`config.mk`:
```
export PLATFORM = sky130hd
export DESIGN_NAME = lcd_access_scheduler
export DESIGN_NICKNAME = d
export VERILOG_FILES = /design/src/rtl/lcd_access_scheduler.sv
export SDC_FILE = /design/constraint.sdc
export NUM_CORES = 1
export LEC_CHECK = 0
export ABC_AREA = 1
export BUFFER_PORTS_ARGS = -buffer_cell sky130_fd_sc_hd__buf_2
export CAP_MARGIN = 5
export CORE_MARGIN = 1.5
export CORE_UTILIZATION = 31
export DETAILED_ROUTE_END_ITERATION = 6
export GPL_TIMING_DRIVEN = 0
export PLACE_DENSITY = 0.54
export SYNTH_ARGS = -nofsm -noshare
export SYNTH_HDL_FRONTEND = slang
export SYNTH_SLANG_ARGS = --single-unit
```
`constraint.sdc`:
```
create_clock -name Clock_50 -period 1.8 [get_ports Clock_50]
set_input_delay 0.18 -clock Clock_50 [delete_from_list [all_inputs] [get_ports Clock_50]]
set_output_delay 0.18 -clock Clock_50 [all_outputs]
set_load 0.01 [all_outputs]
```
`src/rtl/lcd_access_scheduler.sv`:
```
// Runs the LCD power-up init sequence, then shares one LCD_controller between two character
// requesters and a clear requester, tracking the cursor over two lines.
module lcd_access_scheduler #(
    parameter int unsigned NUM_COLS = 16
) (
    input  logic       Clock_50,
    input  logic       Resetn,
    input  logic [1:0] Req_char,
    input  logic [7:0] Req_data_0,
    input  logic [7:0] Req_data_1,
    input  logic       Req_clear,
    output logic [2:0] Grant,
    output logic       Busy,
    output logic       Init_done,
    output logic       LCD_start,
    output logic [8:0] LCD_instruction,
    input  logic       LCD_done,
    output logic [3:0] Cursor_position,
    output logic       Cursor_line
);

    typedef enum logic [3:0] {
        S_INIT_ISSUE  = 4'd0,
        S_INIT_WAIT   = 4'd1,
        S_IDLE        = 4'd2,
        S_ISSUE_CHAR  = 4'd3,
        S_WAIT_CHAR   = 4'd4,
        S_ISSUE_ADDR  = 4'd5,
        S_WAIT_ADDR   = 4'd6,
        S_ISSUE_CLEAR = 4'd7,
        S_WAIT_CLEAR  = 4'd8,
        S_ISSUE_HOME  = 4'd9,
        S_WAIT_HOME   = 4'd10
    } state_t;

    localparam logic [3:0] LastCol = 4'(NUM_COLS - 1);

    state_t     state_q, state_d;
    logic [2:0] init_idx_q, init_idx_d;
    logic [7:0] char_q, char_d;
    logic       rr_q, rr_d;
    logic [2:0] grant_d;
    logic       start_d;
    logic [8:0] instr_d;
    logic       init_done_d;
    logic [3:0] pos_d;
    logic       line_d;
    logic       win;
    logic [8:0] init_code;
    logic       done_seen;

    always_comb begin
        case (init_idx_q)
            3'd0:    init_code = 9'h038;
            3'd1:    init_code = 9'h00C;
            3'd2:    init_code = 9'h001;
            3'd3:    init_code = 9'h006;
            default: init_code = 9'h080;
        endcase
    end

    // The start cycle of every WAIT state only retires LCD_start; done counts afterwards.
    assign done_seen = !LCD_start && LCD_done;
    assign Busy      = (state_q != S_IDLE);

    always_comb begin
        state_d     = state_q;
        init_idx_d  = init_idx_q;
        char_d      = char_q;
        rr_d        = rr_q;
        grant_d     = 3'b000;
        start_d     = 1'b0;
        instr_d     = LCD_instruction;
        init_done_d = Init_done;
        pos_d       = Cursor_position;
        line_d      = Cursor_line;
        win         = 1'b0;
        case (state_q)
            S_INIT_ISSUE: begin
                start_d = 1'b1;
                instr_d = init_code;
                state_d = S_INIT_WAIT;
            end
            S_INIT_WAIT: begin
                if (done_seen) begin
                    if (init_idx_q == 3'd4) begin
                        init_done_d = 1'b1;
                        pos_d       = 4'd0;
                        line_d      = 1'b0;
                        state_d     = S_IDLE;
                    end else begin
                        init_idx_d = init_idx_q + 3'd1;
                        state_d    = S_INIT_ISSUE;
                    end
                end
            end
            S_IDLE: begin
                if (Req_clear) begin
                    grant_d = 3'b100;
                    state_d = S_ISSUE_CLEAR;
                end else if (Req_char != 2'b00) begin
                    win     = (Req_char == 2'b11) ? ~rr_q : Req_char[1];
                    grant_d = win ? 3'b010 : 3'b001;
                    char_d  = win ? Req_data_1 : Req_data_0;
                    rr_d    = win;
                    state_d = S_ISSUE_CHAR;
                end
            end
            S_ISSUE_CHAR: begin
                start_d = 1'b1;
                instr_d = {1'b1, char_q};
                state_d = S_WAIT_CHAR;
            end
            S_WAIT_CHAR: begin
                if (done_seen) begin
                    if (Cursor_position < LastCol) begin
                        pos_d   = Cursor_position + 4'd1;
                        state_d = S_IDLE;
                    end else begin
                        pos_d   = 4'd0;
                        line_d  = ~Cursor_line;
                        state_d = S_ISSUE_ADDR;
                    end
                end
            end
            S_ISSUE_ADDR: begin
                start_d = 1'b1;
                instr_d = Cursor_line ? 9'h0C0 : 9'h080;
                state_d = S_WAIT_ADDR;
            end
            S_WAIT_ADDR: begin
                if (done_seen) state_d = S_IDLE;
            end
            S_ISSUE_CLEAR: begin
                start_d = 1'b1;
                instr_d = 9'h001;
                state_d = S_WAIT_CLEAR;
            end
            S_WAIT_CLEAR: begin
                if (done_seen) state_d = S_ISSUE_HOME;
            end
            S_ISSUE_HOME: begin
                start_d = 1'b1;
                instr_d = 9'h080;
                state_d = S_WAIT_HOME;
            end
            S_WAIT_HOME: begin
                if (done_seen) begin
                    pos_d   = 4'd0;
                    line_d  = 1'b0;
                    state_d = S_IDLE;
                end
            end
            default: state_d = S_INIT_ISSUE;
        endcase
    end

    always_ff @(posedge Clock_50 or negedge Resetn) begin
        if (!Resetn) begin
            state_q         <= S_INIT_ISSUE;
            init_idx_q      <= 3'd0;
            char_q          <= 8'h00;
            rr_q            <= 1'b0;
            Grant           <= 3'b000;
            LCD_start       <= 1'b0;
            LCD_instruction <= 9'h000;
            Init_done       <= 1'b0;
            Cursor_position <= 4'd0;
            Cursor_line     <= 1'b0;
        end else begin
            state_q         <= state_d;
            init_idx_q      <= init_idx_d;
            char_q          <= char_d;
            rr_q            <= rr_d;
            Grant           <= grant_d;
            LCD_start       <= start_d;
            LCD_instruction <= instr_d;
            Init_done       <= init_done_d;
            Cursor_position <= pos_d;
            Cursor_line     <= line_d;
        end
    end

endmodule

```
# After elaboration in Yosys (flattened, before gate mapping)
# Cells that the tools add are included.
op_classes:
  add_sub_neg: 2
  n_lt_le_gt_ge: 1
  n_eq_ne: 24
  muxes: 31
  bitwise_logic: 4
  n_reduce_logical: 15
ops:
  columns: ["cell", "count"]
  rows:
  - ["$pmux 9 s5", 1]
  - ["$mux 4", 11]
  - ["$pmux 4 s10", 1]
  - ["$pmux 8 s4", 1]
  - ["$eq 4x3->1 const B", 4]
  - ["$eq 4x4->1 const B", 3]
  - ["$ne 2x2->1 const B", 6]
  - ["$pmux 4 s3", 1]
  - ["$reduce_and 5->1", 2]
  - ["$mux 3", 3]
  - ["$reduce_and 3->1", 3]
  - ["$eq 4x2->1 const B", 2]
  - ["$mux 8", 1]
  - ["$mux 1", 7]
  - ["$mux 7", 1]
  - ["$eq 3x2->1 const B", 2]
  - ["$mux 2", 3]
  - ["$reduce_and 6->1", 1]
  - ["$reduce_bool 5->1", 1]
  - ["$reduce_or 5->1", 1]
  - ["$add 4x1->4 const B", 1]
  - ["$eq 4x1->1 const B", 1]
  - ["$logic_not 4->1", 1]
  - ["$lt 4x4->1 const B", 1]
  - ["15 further kinds", 18]
totals:
  register_bits: 35
  inputBits: 22

# Longest topological paths before layout
# Gate-level depths: netlist (run 1).
depth:
  depth_word: 6
  depth_mapped: 10

# Least setup slack after synthesis (run 1)
# OpenSTA, ideal clock, no wires.
synth_path:
  path_kind: "reg-to-reg"
  start: "register init_idx_q[0]"
  end: "register Cursor_position[0]"
  arrival_time_ps: 1171
  t_required_ps: 1684
  setup_slack_ps: 513
  stages_incl_launch_ff: 11
  n_path_buf: 0
  cell_sequence: "dfrtp_1 > inv_1 > ha_1 > nand2_1 > nand3_1 > nand2_1 > inv_1 > nand2_2 > inv_1 > nand2_1 > nand2_1"
synth_via:
  elab_chain_len: 3
synth_rtl:
  columns: ["element", "line", "source"]
  rows:
  - ["start, declared", "39", "logic [2:0] init_idx_q, init_idx_d;"]
  - ["start signal, assigned", "172", "init_idx_q <= init_idx_d;"]
  - ["$eq 3x3->1", "86", "if (init_idx_q == 3'd4) begin"]
  - ["$ne 2x2->1 (no line)", null, null]
  - ["$reduce_and 5->1 (no line)", null, null]
  - ["end signal, assigned", "179", "Cursor_position <= pos_d;"]
  - ["end, declared", "18", "output logic [3:0] Cursor_position,"]
# No other way between the ends.
# A chain may end at the register's enable or synchronous reset.

# Final worst setup path (run 1)
layout_path:
  start: "register state_q[2]"
  end: "output Busy"
layout_via:
  elab_chain_len: 1
layout_rtl:
  columns: ["element", "line", "source"]
  rows:
  - ["start, declared", "38", "state_t state_q, state_d;"]
  - ["start signal, assigned", "171", "state_q <= state_d;"]
  - ["$ne 4x2->1", "64", "assign Busy = (state_q != S_IDLE);"]
  - ["end, declared", "13", "output logic Busy,"]
# No other way between the ends.

==> impl_metrics.csv, run 1 <==
group,metric,value,unit
grt,antenna_found_initial,0,
routing,drtIter0Drc,131,
cells_and_area,final_nets,333,
yosys,synth.top_cells.by_count,"nand2_1 (110), dfrtp_1 (35), inv_1 (23), nand3_1 (22), nor2_1 (21)",
yosys,syn_area_per_cell,7.45,um^2
die,die_y,81.5,um
grt,gr-total-overflow,0,
yosys,ys_ff_latch,35,
placement,placed_cells,372,
setup_path,end_kind,"output port",
yosys,yosysSeqAreaShare,0.459,
sta,tightest_slew,0.783,ns
grt,grt_max_degree,36,
yosys,async_flop_share,1.00,
sta,finalCritPeriodShare,0.862,
cells_and_area,final_cells,381,
sta,final_max_slew_viol_count,0,
setup_path,crit_path_start,"state_q[2]$_DFFE_PN0P_",
routing,via_per_inst,4.49,
yosys,yosys.cell_count.top_type,"nand2_1",
clocking,path_clk_slew,0.07,ns
job,cap_violations,0,
clocking,clock-sinks,35,
clocking,root_buffer,"clkbuf_8",
routing,drtAntennaViolNets,0,
yosys,synth.area.top_cells,"dfrtp_1 (46%), nand2_1 (22%), nand3_1 (5.8%)",
die,core_area,5920,um^2
clocking,post_cts_buffers,0,
sta,slew_headroom,0.478,
setup_path,cpMostUsedCell,"inv_1",
setup_path,path_cells,"inv_1 > nand2_1 > nor2_4 > inv_1 > buf_2",
die,dieArea,6630,um^2
yosys,netlist_instances,256,
cells_and_area,drive_above_1_share,0.216,
setup_path,crit_path_max_incr_delay,0.45,ns
pwr,ir_drop,0.000569,V
sta,fin_hold_ws,0.0932,ns
sta,skew,0.00562,ns
yosys,synth_edf_count,0,
setup_path,worstPathRequired,1.62,ns
yosys,netlist_area,1910,um^2
die,die_w,81.5,um
grt,grt_util_all_layers,0.139,
setup_path,path_max_fanout,6,
sta,fmax,644,MHz
routing,wl,4.24,mm
worst_hold_path,worstHoldStart,"Req_data_1[1]",
routing,drtPass1Iterations,4,
yosys,synth_top_area_frac,0.459,
yosys,synthFlopType,"dfrtp_1",
clocking,tritoncts,"done",
grt,grt_pass1_wl,6.97,mm
placement,place_congestion,0.820,
cells_and_area,n_antenna_cell,0,
setup_path,critPathKind,"register to output port",
cells_and_area,syn_to_final_growth,21.4,%
clocking,numCtsBuffers,5,
routing,drc,0,
sta,rsz0062_at_grt,"no",
grt,grt_pass1_vias,1581,
cells_and_area,num-fill-cells,644,
setup_path,arrival,1.37,ns
worst_hold_path,hold_path.class,"input pin to register",
die,ioPinCount,42,
die,start_util,0.322,
placement,dp_hpwl,3.26,mm
clocking,clock_path_buffers,2,
die,rows,28,
yosys,synth_cell_type_count,25,
outcome,status,"complete, no violations",
pwr,power.density,1590,nW/um^2
cells_and_area,final_core_util,0.391,
setup_path,rr_startpoint,"state_q[2]$_DFFE_PN0P_",
clocking,htree_levels,2,
sta,final-setup-viol-count,0,
placement,portBuffers,41,
sta,period_needed,1.55,ns
clocking,clk_latency,0.29,ns
routing,wire_per_inst,11.1,um
yosys,synth_largest_area_cell,"dfrtp_1",
routing,num_vias,1711,
yosys,synth_fp_nets,284,
yosys,synth_warnings,0,
sta,setup_tns,0,ns
pwr,p_leak,1.34,nW
setup_path,cp-start-kind,"register",
setup_path,slowest_stage,"dfrtp_1",
sta,final_hold_viol_count,0,
==> flip-flops by register name, indices dropped and copies added, names as in the netlist <==
name             cells
LCD_instruction      9
char_q               8
Cursor_position      4
state_q              4
Grant                3
init_idx_q           3
Cursor_line          1
Init_done            1
LCD_start            1
rr_q                 1
==> worst max-delay path, delay by kind of cell, from the launching register on <==
family                 cells  cell delay [ns]
buffers and inverters      3             0.33
AND/OR/NAND/NOR            2             0.31
flip-flops                 1             0.45
==> timing repair <==
action / 4_1_cts / 5_1_grt
endpoints found under the hold margin: 15 / 0
hold buffers: 1 / 0
gates resized for setup: 0 / 0
==> worst paths after layout <==
path	slack, ns	to	depth (start not counted)
max in group asynchronous	0.78	char_q[5]$_DFFE_PN0P_	2
hold / removal	0.09	char_q[1]$_DFFE_PN0P_	3
min in group asynchronous	0.51	state_q[1]$_DFFE_PN0P_	2
hold reg to reg	0.47	LCD_instruction[6]$_DFFE_PN0P_	2
setup / recovery	0.25	Busy	5
setup reg to reg	0.25	init_idx_q[0]$_DFFE_PN0P_	5
==> power breakdown <==
part / switching (W) / internal, W
sequential: 0.000223 / 0.00108
clock: 0.000282 / 0.000349
combinational: 0.00113 / 0.000608
total: 0.00164 / 0.00204
==> stage by stage <==
stage | setup slack, ns | cell area, um^2 | power (W)
after floorplan | 0.513 | 1910 | 0.00258
after global placement | 0.263 | 2210 | 0.00306
after detailed placement | 0.267 | 2210 | 0.00308
after CTS | 0.238 | 2320 | 0.00373
after global routing | 0.0553 | 2320 | 0.00404
final | 0.248 | 2320 | 0.00368
==> layout make-up <==
type / instances / area, um^2 / share of cell area
plain buffers: 1 / 11.3 / 0.00486
multi-input cells: 191 / 910 / 0.393
inverters: 29 / 111 / 0.0481
flip-flops and latches: 35 / 876 / 0.378
clock buffers: 8 / 100 / 0.0432
repair buffers: 42 / 215 / 0.0929
well taps: 75 / 93.8 / 0.0405
==> cell families (layout without fill, tap and decap cells) <==
group | Yosys count | after routing | share of synthesized area
adders and majority gates | 6 | 6 | 0.0393
DFF | 35 | 35 | 0.459
xor gates and xnor gates | 2 | 2 | 0.00918
and+or+nand+nor | 169 | 169 | 0.386
buffers and inverters | 30 | 80 | 0.0643
AOI/OAI and AO/OA | 14 | 14 | 0.0420
==> cell usage in the layout (no fill, tap or decap), types with 2 or more instances in the layout <==
| master | count |
|---|---|
| nand2_1 | 110 |
| buf_2 | 41 |
| dfrtp_1 | 35 |
| inv_1 | 23 |
| nand3_1 | 22 |
| nor2_1 | 21 |
| clkbuf_8 | 7 |
| ha_1 | 6 |
| inv_2 | 5 |
| o21ai_0 | 5 |
| nand2_2 | 4 |
| nor2_2 | 3 |
| o21ai_1 | 3 |
| nand4_1 | 3 |
| nor2_4 | 2 |
| a21oi_1 | 2 |
| xor2_1 | 2 |
==> routing by layer <==
| layer | track usage | part of all wire | vias to the layer above |
|---|---|---|---|
| met5 | 0 | 0 | - |
| li1 | - | - | 897 |
| met4 | 0.0517 | 0.014 | 0 |
| met1 | 0.176 | 0.48 | 785 |
| met2 | 0.229 | 0.48 | 24 |
| met3 | 0.0333 | 0.030 | 5 |
Power figures use the tool's default switching activity.
==> inputs of run 2 (changes only) <==
==> constraint.sdc (replaced) <==
create_clock -name Clock_50 -period 1.8 [get_ports Clock_50]
set_input_delay 0.18 -clock Clock_50 [delete_from_list [all_inputs] [get_ports Clock_50]]
set_output_delay 0.18 -clock Clock_50 [all_outputs]
set_load 0.1 [all_outputs]
==> run 2 against run 1 <==
Effect of this change:
- design area decreased by 0.49%
- die area unchanged
- clock power decreased by 13%
- largest cell class unchanged
- non-clock buffer count unchanged
- worst setup slack got worse by 0.098 ns
- register-to-register slack about the same
- count of clock-buffer cells in the layout decreased by 3
- critical path depth unchanged
- worst hold slack improved by 0.0020 ns
- critical endpoint unchanged
==> impl_metrics.csv, run 2 (same netlist as run 1, synthesis figures left out) <==
group,metric,value,unit
grt,grt_pass1_vias,1576,
cells_and_area,final_common_cell,"nand2_1",
job,cap_violations,0,
routing,wl,4.20,mm
sta,final_hold_viol_count,0,
routing,drtIter0Drc,71,
outcome,status,"complete, no violations",
pwr,power.density,1900,nW/um^2
placement,place_ws,0.252,ns
cells_and_area,multi_input_area,910,um^2
clocking,clock_path_buffers,2,
placement,place_congestion,0.846,
cells_and_area,syn_to_final_growth,20.9,%
cells_and_area,layout_common_cells,"nand2_1 (110), buf_2 (40), dfrtp_1 (33)",
routing,wire_per_inst,11.0,um
clocking,tritoncts,"done",
cells_and_area,largest_reg_flops,9,
clocking,path_clk_slew,0.07,ns
die,start_util,0.322,
cells_and_area,reg.largest.list,"LCD_instruction x9, char_q x8",
routing,drtPass1Iterations,4,
cells_and_area,n_antenna_cell,0,
grt,grt_pass1_wl,7.22,mm
setup_path,cpMostUsedCell,"inv_1",
sta,fmax,606,MHz
grt,antenna_found_initial,0,
sta,rsz0062_at_grt,"no",
setup_path,worstPathRequired,1.62,ns
placement,dp_hpwl,3.27,mm
die,core_area,5920,um^2
worst_hold_path,worstHoldStart,"Req_data_1[3]",
die,dieArea,6630,um^2
die,die_w,81.5,um
setup_path,path_max_fanout,5,
routing,num_vias,1671,
die,rows,28,
cells_and_area,drive_above_1_share,0.225,
setup_path,rr_startpoint,"state_q[2]$_DFFE_PN0P_",
pwr,p_leak,1.33,nW
setup_path,worst-path-buf-inv,3,
routing,drtAntennaViolNets,0,
cells_and_area,final_nets,333,
routing,via_per_inst,4.39,
sta,slew_headroom,0.466,
die,die_y,81.5,um
setup_path,path_cells,"inv_1 > nand2_1 > nor2_4 > inv_1 > buf_4",
worst_hold_path,hold_path.class,"input pin to register",
placement,portBuffers,41,
die,ioPinCount,42,
grt,grt_max_degree,36,
cells_and_area,regArea,878,um^2
grt,grt_util_all_layers,0.144,
clocking,htree_levels,2,
sta,period_needed,1.65,ns
setup_path,cp-start-kind,"register",
sta,worst_slack,0.150,ns
setup_path,crit_family,"buffers and inverters",
setup_path,critPathKind,"register to output port",
clocking,post_cts_buffers,0,
sta,tightest_slew,0.801,ns
routing,drc,0,
setup_path,slowest_stage,"dfrtp_1",
setup_path,end_kind,"output port",
setup_path,crit_path_max_incr_delay,0.44,ns
clocking,clk_latency,0.28,ns
cells_and_area,final_core_util,0.389,
clocking,numCtsBuffers,5,
sta,skew,0.00685,ns
sta,finalCritPeriodShare,0.917,
pwr,ir_drop,0.000859,V
clocking,clock-sinks,35,
setup_path,crit_path_start,"state_q[3]$_DFFE_PN0P_",
cells_and_area,num-fill-cells,628,
clocking,root_buffer,"clkbuf_8",
sta,setup_tns,0,ns
sta,final_max_slew_viol_count,0,
cells_and_area,regMostFlops,"LCD_instruction",
setup_path,arrival,1.47,ns
sta,final-setup-viol-count,0,
grt,gr-total-overflow,0,
setup_path,regToRegSetupSlack,0.26,ns
==> run 2: cell count changes in the layout (fill, tap and decap cells not counted), sizes merged <==
cell    change
clkbuf      -3
clkinv      +3
==> run 2: worst paths after layout <==
path                                                  end  depth (start not counted)
setup reg to reg           LCD_instruction[7]$_DFFE_PN0P_                          8
hold / removal                      char_q[3]$_DFFE_PN0P_                          3
hold reg to reg            LCD_instruction[4]$_DFFE_PN0P_                          2
max in group asynchronous  Cursor_position[0]$_DFFE_PN0P_                          2
setup / recovery                                     Busy                          5
min in group asynchronous  Cursor_position[3]$_DFFE_PN0P_                          2
==> run 2: timing repair <==
action | in CTS | in global routing
setup endpoints to repair | 0 | 1
hold buffers | 1 | 0
hold endpoints to repair | 2 | 0
resized for setup | 0 | 2
==> run 2: metal layers <==
layer  vias up  global-route usage  wire length, um  share of wire
met5         -                   0                0              0
met4         0              0.0603               86          0.020
met3         8              0.0333              201          0.048
met2        43               0.222             1860           0.44
met1       719               0.193             2050           0.49
li1        901                   -                -              -
==> run 2: cell type report <==
cell class / instances / area share
inverter: 29 / 0.0483
tap: 75 / 0.0407
clock inverter: 3 / 0.00651
clock buffer: 5 / 0.0298
multi-input combinational: 191 / 0.394
buffer: 1 / 0.00488
timing repair buffer: 42 / 0.0944
sequential: 35 / 0.381
==> run 2: worst register-to-register path: stages, from the launching register on <==
cell,delay [ns]
dfrtp_1,0.45
nor2_1,0.35
nand2_1,0.14
nand2_1,0.12
inv_2,0.08
nand3_4,0.11
inv_4,0.07
nand2_1,0.07
nand2_1,0.05
==> run 2: through the flow <==
stage / total power (W) / cell area [um^2] / instances / hold slack, ns
2_1_floorplan: 0.00334 / 1910 / 256 / -0.116
3_3_place_gp: 0.00384 / 2210 / 372 / 0.317
3_5_place_dp: 0.00386 / 2210 / 372 / 0.313
4_1_cts: 0.00442 / 2300 / 381 / 0.0897
5_1_grt: 0.00478 / 2310 / 381 / 0.0977
6_report: 0.00438 / 2310 / 381 / 0.0952
==> run 2: power by group <==
group,switching (W),internal (W),leakage (nW)
sequential,0.000227,0.00108,0.451
clock,0.000284,0.000265,0.0477
combinational,0.00191,0.000613,0.832
total,0.00242,0.00196,1.33
